File: src/rtl/alu_pkg.sv
// rtl/alu_pkg.sv - opcodes, state encoding and opcode classifiers for the serial ALU
package alu_pkg;

  localparam logic [2:0] OP_AND = 3'b000;
  localparam logic [2:0] OP_OR  = 3'b001;
  localparam logic [2:0] OP_ADD = 3'b010;
  localparam logic [2:0] OP_XOR = 3'b011;
  localparam logic [2:0] OP_SUB = 3'b100;

  typedef enum logic [1:0] {
    IDLE = 2'd0,
    RUN  = 2'd1,
    DONE = 2'd2
  } state_t;

  // Arithmetic ops are the only ones that propagate a carry between bits
  function automatic logic is_arith(input logic [2:0] op);
    return (op == OP_ADD) || (op == OP_SUB);
  endfunction

  // Opcodes above OP_SUB are undefined and report no flags at all
  function automatic logic is_defined(input logic [2:0] op);
    return op <= OP_SUB;
  endfunction

endpackage

File: src/rtl/alu_bit_slice.sv
// rtl/alu_bit_slice.sv - combinational single-bit ALU slice
module alu_bit_slice
  import alu_pkg::*;
(
  input  logic       a,
  input  logic       b,
  input  logic       cin,
  input  logic [2:0] op,
  output logic       result,
  output logic       cout,
  output logic       cin_out
);

  logic b_eff;
  logic sum;
  logic carry;

  // Full adder on B (inverted for SUB), then select the slice output by opcode
  always_comb begin
    b_eff   = (op == OP_SUB) ? ~b : b;
    sum     = a ^ b_eff ^ cin;
    carry   = (a & b_eff) | (a & cin) | (b_eff & cin);
    result  = 1'b0;
    cout    = 1'b0;
    cin_out = cin;
    case (op)
      OP_AND: result = a & b;
      OP_OR:  result = a | b;
      OP_XOR: result = a ^ b;
      OP_ADD, OP_SUB: begin
        result = sum;
        cout   = carry;
      end
      default: begin
        result = 1'b0;
        cout   = 1'b0;
      end
    endcase
  end

endmodule

File: src/rtl/serial_alu.sv
// rtl/serial_alu.sv - bit-serial ALU iterating one slice from LSB to MSB
module serial_alu
  import alu_pkg::*;
#(
  parameter int WIDTH = 8
) (
  input  logic             clk,
  input  logic             rst,
  input  logic             start,
  input  logic [WIDTH-1:0] a,
  input  logic [WIDTH-1:0] b,
  input  logic [2:0]       op,
  output logic             busy,
  output logic             done,
  output logic [WIDTH-1:0] result,
  output logic             carry,
  output logic             zero,
  output logic             ovf
);

  localparam int CW = $clog2(WIDTH);
  localparam logic [CW-1:0] LAST_BIT = CW'(WIDTH - 1);

  state_t           state_q, state_d;
  logic [WIDTH-1:0] a_q, a_d;
  logic [WIDTH-1:0] b_q, b_d;
  logic [2:0]       op_q, op_d;
  logic [CW-1:0]    cnt_q, cnt_d;
  logic             cy_q, cy_d;
  logic [WIDTH-1:0] res_sh_q, res_sh_d;
  logic             nz_q, nz_d;
  logic             cfin_q, cfin_d;
  logic             vfin_q, vfin_d;
  logic [WIDTH-1:0] result_q, result_d;
  logic             carry_q, carry_d;
  logic             zero_q, zero_d;
  logic             ovf_q, ovf_d;
  logic             done_q, done_d;

  logic s_res;
  logic s_cout;
  logic s_cin;

  alu_bit_slice u_slice (
    .a       (a_q[0]),
    .b       (b_q[0]),
    .cin     (cy_q),
    .op      (op_q),
    .result  (s_res),
    .cout    (s_cout),
    .cin_out (s_cin)
  );

  // Next-state and datapath: capture in IDLE, one bit per cycle in RUN, publish in DONE
  always_comb begin
    state_d  = state_q;
    a_d      = a_q;
    b_d      = b_q;
    op_d     = op_q;
    cnt_d    = cnt_q;
    cy_d     = cy_q;
    res_sh_d = res_sh_q;
    nz_d     = nz_q;
    cfin_d   = cfin_q;
    vfin_d   = vfin_q;
    result_d = result_q;
    carry_d  = carry_q;
    zero_d   = zero_q;
    ovf_d    = ovf_q;
    done_d   = 1'b0;
    case (state_q)
      IDLE: begin
        if (start) begin
          a_d      = a;
          b_d      = b;
          op_d     = op;
          cnt_d    = '0;
          cy_d     = (op == OP_SUB);
          res_sh_d = '0;
          nz_d     = 1'b0;
          state_d  = RUN;
        end
      end
      RUN: begin
        res_sh_d = {s_res, res_sh_q[WIDTH-1:1]};
        a_d      = a_q >> 1;
        b_d      = b_q >> 1;
        cy_d     = s_cout;
        nz_d     = nz_q | s_res;
        if (cnt_q == LAST_BIT) begin
          cfin_d  = s_cout;
          vfin_d  = s_cin ^ s_cout;
          state_d = DONE;
        end else begin
          cnt_d = cnt_q + CW'(1);
        end
      end
      DONE: begin
        result_d = res_sh_q;
        carry_d  = cfin_q;
        ovf_d    = vfin_q & is_arith(op_q);
        zero_d   = ~nz_q & is_defined(op_q);
        done_d   = 1'b1;
        state_d  = IDLE;
      end
      default: state_d = IDLE;
    endcase
  end

  // State and datapath registers; reset aborts any operation in flight
  always_ff @(posedge clk or posedge rst) begin
    if (rst) begin
      state_q  <= IDLE;
      a_q      <= '0;
      b_q      <= '0;
      op_q     <= '0;
      cnt_q    <= '0;
      cy_q     <= 1'b0;
      res_sh_q <= '0;
      nz_q     <= 1'b0;
      cfin_q   <= 1'b0;
      vfin_q   <= 1'b0;
      result_q <= '0;
      carry_q  <= 1'b0;
      zero_q   <= 1'b0;
      ovf_q    <= 1'b0;
      done_q   <= 1'b0;
    end else begin
      state_q  <= state_d;
      a_q      <= a_d;
      b_q      <= b_d;
      op_q     <= op_d;
      cnt_q    <= cnt_d;
      cy_q     <= cy_d;
      res_sh_q <= res_sh_d;
      nz_q     <= nz_d;
      cfin_q   <= cfin_d;
      vfin_q   <= vfin_d;
      result_q <= result_d;
      carry_q  <= carry_d;
      zero_q   <= zero_d;
      ovf_q    <= ovf_d;
      done_q   <= done_d;
    end
  end

  assign busy   = (state_q != IDLE) | done_q;
  assign done   = done_q;
  assign result = result_q;
  assign carry  = carry_q;
  assign zero   = zero_q;
  assign ovf    = ovf_q;

endmodule

File: config.mk
export PLATFORM = sky130hd
export DESIGN_NAME = serial_alu
export DESIGN_NICKNAME = d
export VERILOG_FILES = /design/src/rtl/alu_pkg.sv /design/src/rtl/alu_bit_slice.sv /design/src/rtl/serial_alu.sv
export SDC_FILE = /design/constraint.sdc
export NUM_CORES = 1
export LEC_CHECK = 0
export ABC_AREA = 1
export ABC_CLOCK_PERIOD_IN_PS = 4900
export CORE_ASPECT_RATIO = 1.1
export CORE_MARGIN = 2
export CORE_UTILIZATION = 45
export CTS_CLUSTER_SIZE = 10
export DETAILED_ROUTE_END_ITERATION = 12
export GPL_TIMING_DRIVEN = 0
export PLACE_DENSITY = 0.74
export SLEW_MARGIN = 20
export SYNTH_ARGS = -nofsm -noshare
export SYNTH_HDL_FRONTEND = slang
export SYNTH_SLANG_ARGS = --single-unit
File: constraint.sdc
create_clock -name clk -period 4.9 [get_ports clk]
set_input_delay 1.47 -clock clk [delete_from_list [all_inputs] [get_ports clk]]
set_output_delay 1.47 -clock clk [all_outputs]
set_load 0.01 [all_outputs]
# [After elaboration in Yosys (flattened, before gate mapping)]
# Index checks and enable logic that the tools add are counted.
[totals] ff_bits=48 inputBits=22 out_inout_bits=13 wordCells=76
[op_classes] n_addsub=1 magnitude_cmp=1 eq_ne=11 n_mux=20 bitwise=17 n_reduce_logical=11
[ops] cell="one-hot mux 8 bit (2 select lines)" count=3
[ops] cell="2-to-1 mux 8 bit" count=3
[ops] cell="== test 3 bit (second input constant)" count=3
[ops] cell="AND reduction 2 bit" count=4
[ops] cell="bitwise AND 1 bit" count=6
[ops] cell="== test 3 x 2 -> 1 bit (second input constant)" count=2
[ops] cell="2-to-1 mux 3 bit" count=2
[ops] cell="!= test 2 bit (second input constant)" count=3
[ops] cell="one-hot mux 3 bit (2 select lines)" count=1
[ops] cell="2-to-1 mux 1 bit" count=5
[ops] cell="bitwise OR 1 bit" count=5
[ops] cell="2-to-1 mux 2 bit" count=2
[ops] cell="one-hot mux 1 bit (2 select lines)" count=2
[ops] cell="one-hot mux 1 bit (4 select lines)" count=1
[ops] cell="one-hot mux 2 bit (2 select lines)" count=1
[ops] cell="nonzero test 2 bit" count=2
[ops] cell="XOR 1 bit" count=4
[ops] cell="adder 3 x 1 -> 3 bit (second input constant)" count=1
[ops] cell="== test 3 x 1 -> 1 bit (second input constant)" count=1
[ops] cell="<= comparator 3 bit (second input constant)" count=1
[ops] cell="zero test 3 bit" count=1
[ops] cell="AND reduction 3 bit" count=1
[ops] cell="== test 2 x 1 -> 1 bit (second input constant)" count=1
[ops] cell="== test 2 bit (second input constant)" count=1
[ops] cell="4 further kinds" count=5

# [Logic depth before layout (Yosys ltp)]
# Gate-level depths: netlist of run 1.
[logic_depth] depth_word=7 depth_mapped=10 ltp_nobuf=10

# [Cells and area by module]
# Synthesis of run 1 repeated with hierarchy kept, for this count alone.
[hier_totals] cells_unflattened=249 area_unflattened_um2=2124.5
[modules_own_cells] mod="serial_alu" instances=1 cells_per_inst=223 area_per_inst_um2=1978.1 seq_area_each_um2=1201.2
[modules_own_cells] mod="alu_bit_slice" instances=1 cells_per_inst=26 area_per_inst_um2=146.4 seq_area_each_um2=0.0

# [Worst setup path after synthesis of run 1]
# OpenSTA, ideal clock, no wires.
[synth_timing] kind="register -> output" from="register state_q[0]" to="output port busy" arrival_time_ns=0.648 required_ns=3.430 path_slack_ns=2.782 path_stages_with_launch=3 path_buffers=0 cell_sequence="dfrtp_1 -> nor2_2 -> nand2_1"
[synth_between] elab_chain_len=2
[synth_rtl] element="from (decl)" line="serial_alu.sv:24" source="state_t state_q, state_d;"
[synth_rtl] element="from (signal assigned)" line="serial_alu.sv:129" source="state_q <= state_d;"
[synth_rtl] element="nonzero test 2 bit" line="serial_alu.sv:147" source="assign busy = (state_q != IDLE) | done_q;"
[synth_rtl] element="bitwise OR 1 bit" line="serial_alu.sv:147"
[synth_rtl] element="to (decl)" line="serial_alu.sv:13" source="output logic busy,"
# Every way passes these cells.

# [Worst setup path in the final report of run 1]
# Same ends and word-level chain as after synthesis.

==> results of run 1 <==
## critical path, delay by kind of cell, from the launching register on
kind	cells	cell delay (ns)
buffers and inverters	1	0.47
DFF	1	0.43
and+or+nand+nor	2	0.23
## power by group through the flow
stage	clock (W)	combinational (W)	sequential [W]
finish	0.000240	0.000619	0.000657
global route	0.000268	0.000709	0.000677
CTS	0.000251	0.000628	0.000659
detailed placement	0	0.000626	0.000665
global placement	0	0.000605	0.000656
floorplan	0	0.000403	0.000664
## cell families (layout without fill, tap and decap cells)
| family | after synthesis | count (layout) | share of synthesized area |
|---|---|---|---|
| simple gates | 90 | 90 | 0.1819 |
| flops | 48 | 48 | 0.5900 |
| compound gates | 38 | 38 | 0.1180 |
| buf+inv | 33 | 76 | 0.07129 |
| fa+ha+maj | 5 | 5 | 0.03442 |
| xor+xnor | 1 | 1 | 0.004303 |
## per-stage QoR
step	instances	setup slack, ns	utilization	hold WS (ns)
floorplan	215	2.286	-	0.4306
global placement	303	1.367	0.5661	0.4472
detailed placement	304	2.090	0.5707	0.4655
CTS	312	1.977	0.5925	0.4866
global route	312	1.931	0.5925	0.4925
finish	312	2.006	0.5925	0.4788
## path summary, 6_finish.rpt
| path | to | slack [ns] | depth (start not counted) |
|---|---|---|---|
| max | busy | 2.01 | 3 |
| min | b_q[7] | 0.48 | 2 |
| min reg2reg | b_q[7] | 0.48 | 2 |
| max in group asynchronous | cnt_q[2] | 2.92 | 3 |
| max reg2reg | nz_q | 3.26 | 8 |
| min in group asynchronous | res_sh_q[4] | 1.48 | 2 |
## flip-flops by register name, summed over array words and instances, names as in the netlist
register  cells
a_q           8
b_q           8
res_sh_q      8
result        8
cnt_q         3
op_q          3
state_q       2
carry         1
cfin_q        1
cy_q          1
done          1
nz_q          1
ovf           1
vfin_q        1
zero          1
## cell type report
| class | instances | area, µm² | share of cell area |
|---|---|---|---|
| repair buffers | 35 | 360.3 | 0.1409 |
| inverters | 27 | 103.9 | 0.04061 |
| clock inverters | 1 | 7.507 | 0.002935 |
| clock buffers | 7 | 86.33 | 0.03376 |
| flip-flops and latches | 48 | 1201 | 0.4697 |
| plain buffers | 6 | 41.29 | 0.01614 |
| multi-input cells | 134 | 689.4 | 0.2696 |
| well taps | 54 | 67.56 | 0.02642 |
## metal layers
metal,track usage,up-vias
met5,0,-
met3,0.04992,2
li1,-,776
met4,0.09333,0
met1,0.2170,740
met2,0.3042,43
## cells in the final DEF, fill, tap and decap left out
cell and instances:
inv_1 22, dfrtp_1 48, nor2_1 2, fa_1 1, ha_1 4, buf_12 1, buf_2 3, o21ai_1 1
inv_4 1, nand4_1 1, nor2_2 3, clkdlybuf4s50_1 34, inv_2 4, nand3_1 8, a22o_1 1, clkinvlp_4 1
o211ai_1 1, buf_6 2, clkbuf_1 2, nand2_1 73, a22oi_1 13, nand2_2 2, o21ai_0 14, clkbuf_8 6
nand2_4 1, o22ai_1 7, xor2_1 1, o31ai_1 1
==> qor.csv, run 1 <==
metric;value;unit
crit_path_cell_trace;nor2_2 > nand2_1 > clkdlybuf4s50_1;
final_area;0.002557;mm²
dr.pass1.iters;5;
rows;25;
start_util;0.4716;
n_fill_cell;404;
port_buffers;34;
swShare;0.3714;
p_int;0.0009529;W
yosys_register_bits;48;
wirelength_met1;1652;µm
slowest_delay;0.47;ns
rsz0062_at_grt;no;
startpoint_type;register;
worst_slew_pin_slew;0.4115;ns
powerDensity;592.7;mW/mm²
worst_setup_path_end_kind;primary output;
period_needed;2.894;ns
setup-violations-final;0;
routed_wl;3834;µm
synth_most_common_cell;nand2_1;
yosysTopAreaCell;dfrtp_1;
drv_slew;0;
hold_buffers;0;
yosysSeqAreaShare;0.5900;
placed_area;0.002464;mm²
dieArea;0.005078;mm²
worstSetupPathType;register to primary output;
hpwl;2740;µm
yosys-top-cells-count;nand2_1 (73), dfrtp_1 (48), inv_1 (23);
netlist_instances;215;
wl_met3;178;µm
cts_buffers;5;
cp_max_fo;3;
syn_to_final_growth;25.63;%
die-width;68.13;µm
ys_warn_count;0;
routed.top_layer;met4;
synth_edf_count;0;
dr_wl_met2;1969;µm
tns;0;ns
cp-startpoint;state_q[0];
period_share;0.5906;
slew_headroom;0.7253;
synth.distinct_cells;24;
grt_first_pass_wirelength;6810;µm
p_leak;1.256;nW
cap_violations;0;
worst_clock_skew;0.008970;ns
pwr-share-seq;0.433;
hp-class;register to register;
post_cts_resized;0;
finalPower;0.001516;W
vias;1561;
core;0.004317;mm²
post_cts_buffers;0;
drive_gt1_frac;0.09302;
clk_pin_slew;0.08;ns
wl_per_cell;12.29;µm
die_h;74.54;µm
outcome;finished, final reports clean;
vdd_ir_drop_max;0.2739;mV
critPathRequiredTime;3.43;ns
gp_congestion;0.8179;
postSynthNetCount;242;
async_flop_share;1.000;
grt_antenna_before_repair;0;
power.share.clock;0.158;
io_pins;35;
drt-initial-drc-count;120;
synth_ff_type;dfrtp_1;
synth_top_area_share;0.5900;
cp.arrival;1.42;ns
synth_top_cells_by_area;dfrtp_1 (59%), nand2_1 (13%), a22oi_1 (4.8%), inv_1 (4.2%), o21ai_0 (3.4%);
cts-root-buf;clkbuf_8;
synth_area_per_cell;9.468;µm²
grt_max_degree;31;
htreeDepth;2;
cts.sinks;48;
finalHoldViolCount;0;
slowest_stage;clkdlybuf4s50_1;
fmax;345.5;MHz
cts_tree;done;
syn_area;0.002036;mm²
cts_buffer_depth;2;
regToRegStartpoint;op_q[1];
via_per_inst;5.003;
worstSkewPairLatency;0.30;ns
combPwrFrac;0.408;
nNetsFinal;284;
n_antenna_cell;0;
hp-start;b_q[7];
track_usage;0.1833;
post-route-drc-count;0;
grt_pass1_vias;1558;
ant_nets;0;
grt_remaining_overflow;0;
p_switching;0.0005629;W
Power figures use the tool's default switching activity.
==> run 2, diff against run 1 <==
--- a/config.mk
+++ b/config.mk
@@ -6,7 +6,7 @@
 export NUM_CORES = 1
 export LEC_CHECK = 0
 export ABC_AREA = 1
-export ABC_CLOCK_PERIOD_IN_PS = 4900
+export ABC_CLOCK_PERIOD_IN_PS = 2900
 export CORE_ASPECT_RATIO = 1.1
 export CORE_MARGIN = 2
 export CORE_UTILIZATION = 45
==> constraint.sdc (replaced) <==
create_clock -name clk -period 2.9 [get_ports clk]
set_input_delay 0.87 -clock clk [delete_from_list [all_inputs] [get_ports clk]]
set_output_delay 0.87 -clock clk [all_outputs]
set_load 0.01 [all_outputs]
==> results of run 2 <==
The final DEF is identical to that of run 1. Status: finished, final reports clean.
Among the figures that moved: setup slack after placement 2.090 ns -> 0.6899 ns; setup slack after layout 2.006 ns -> 0.6060 ns; register-to-register setup slack 3.26 ns -> 1.26 ns; total power 0.001516 W -> 0.002561 W; worst IR drop on VDD 0.2739 mV -> 0.4627 mV
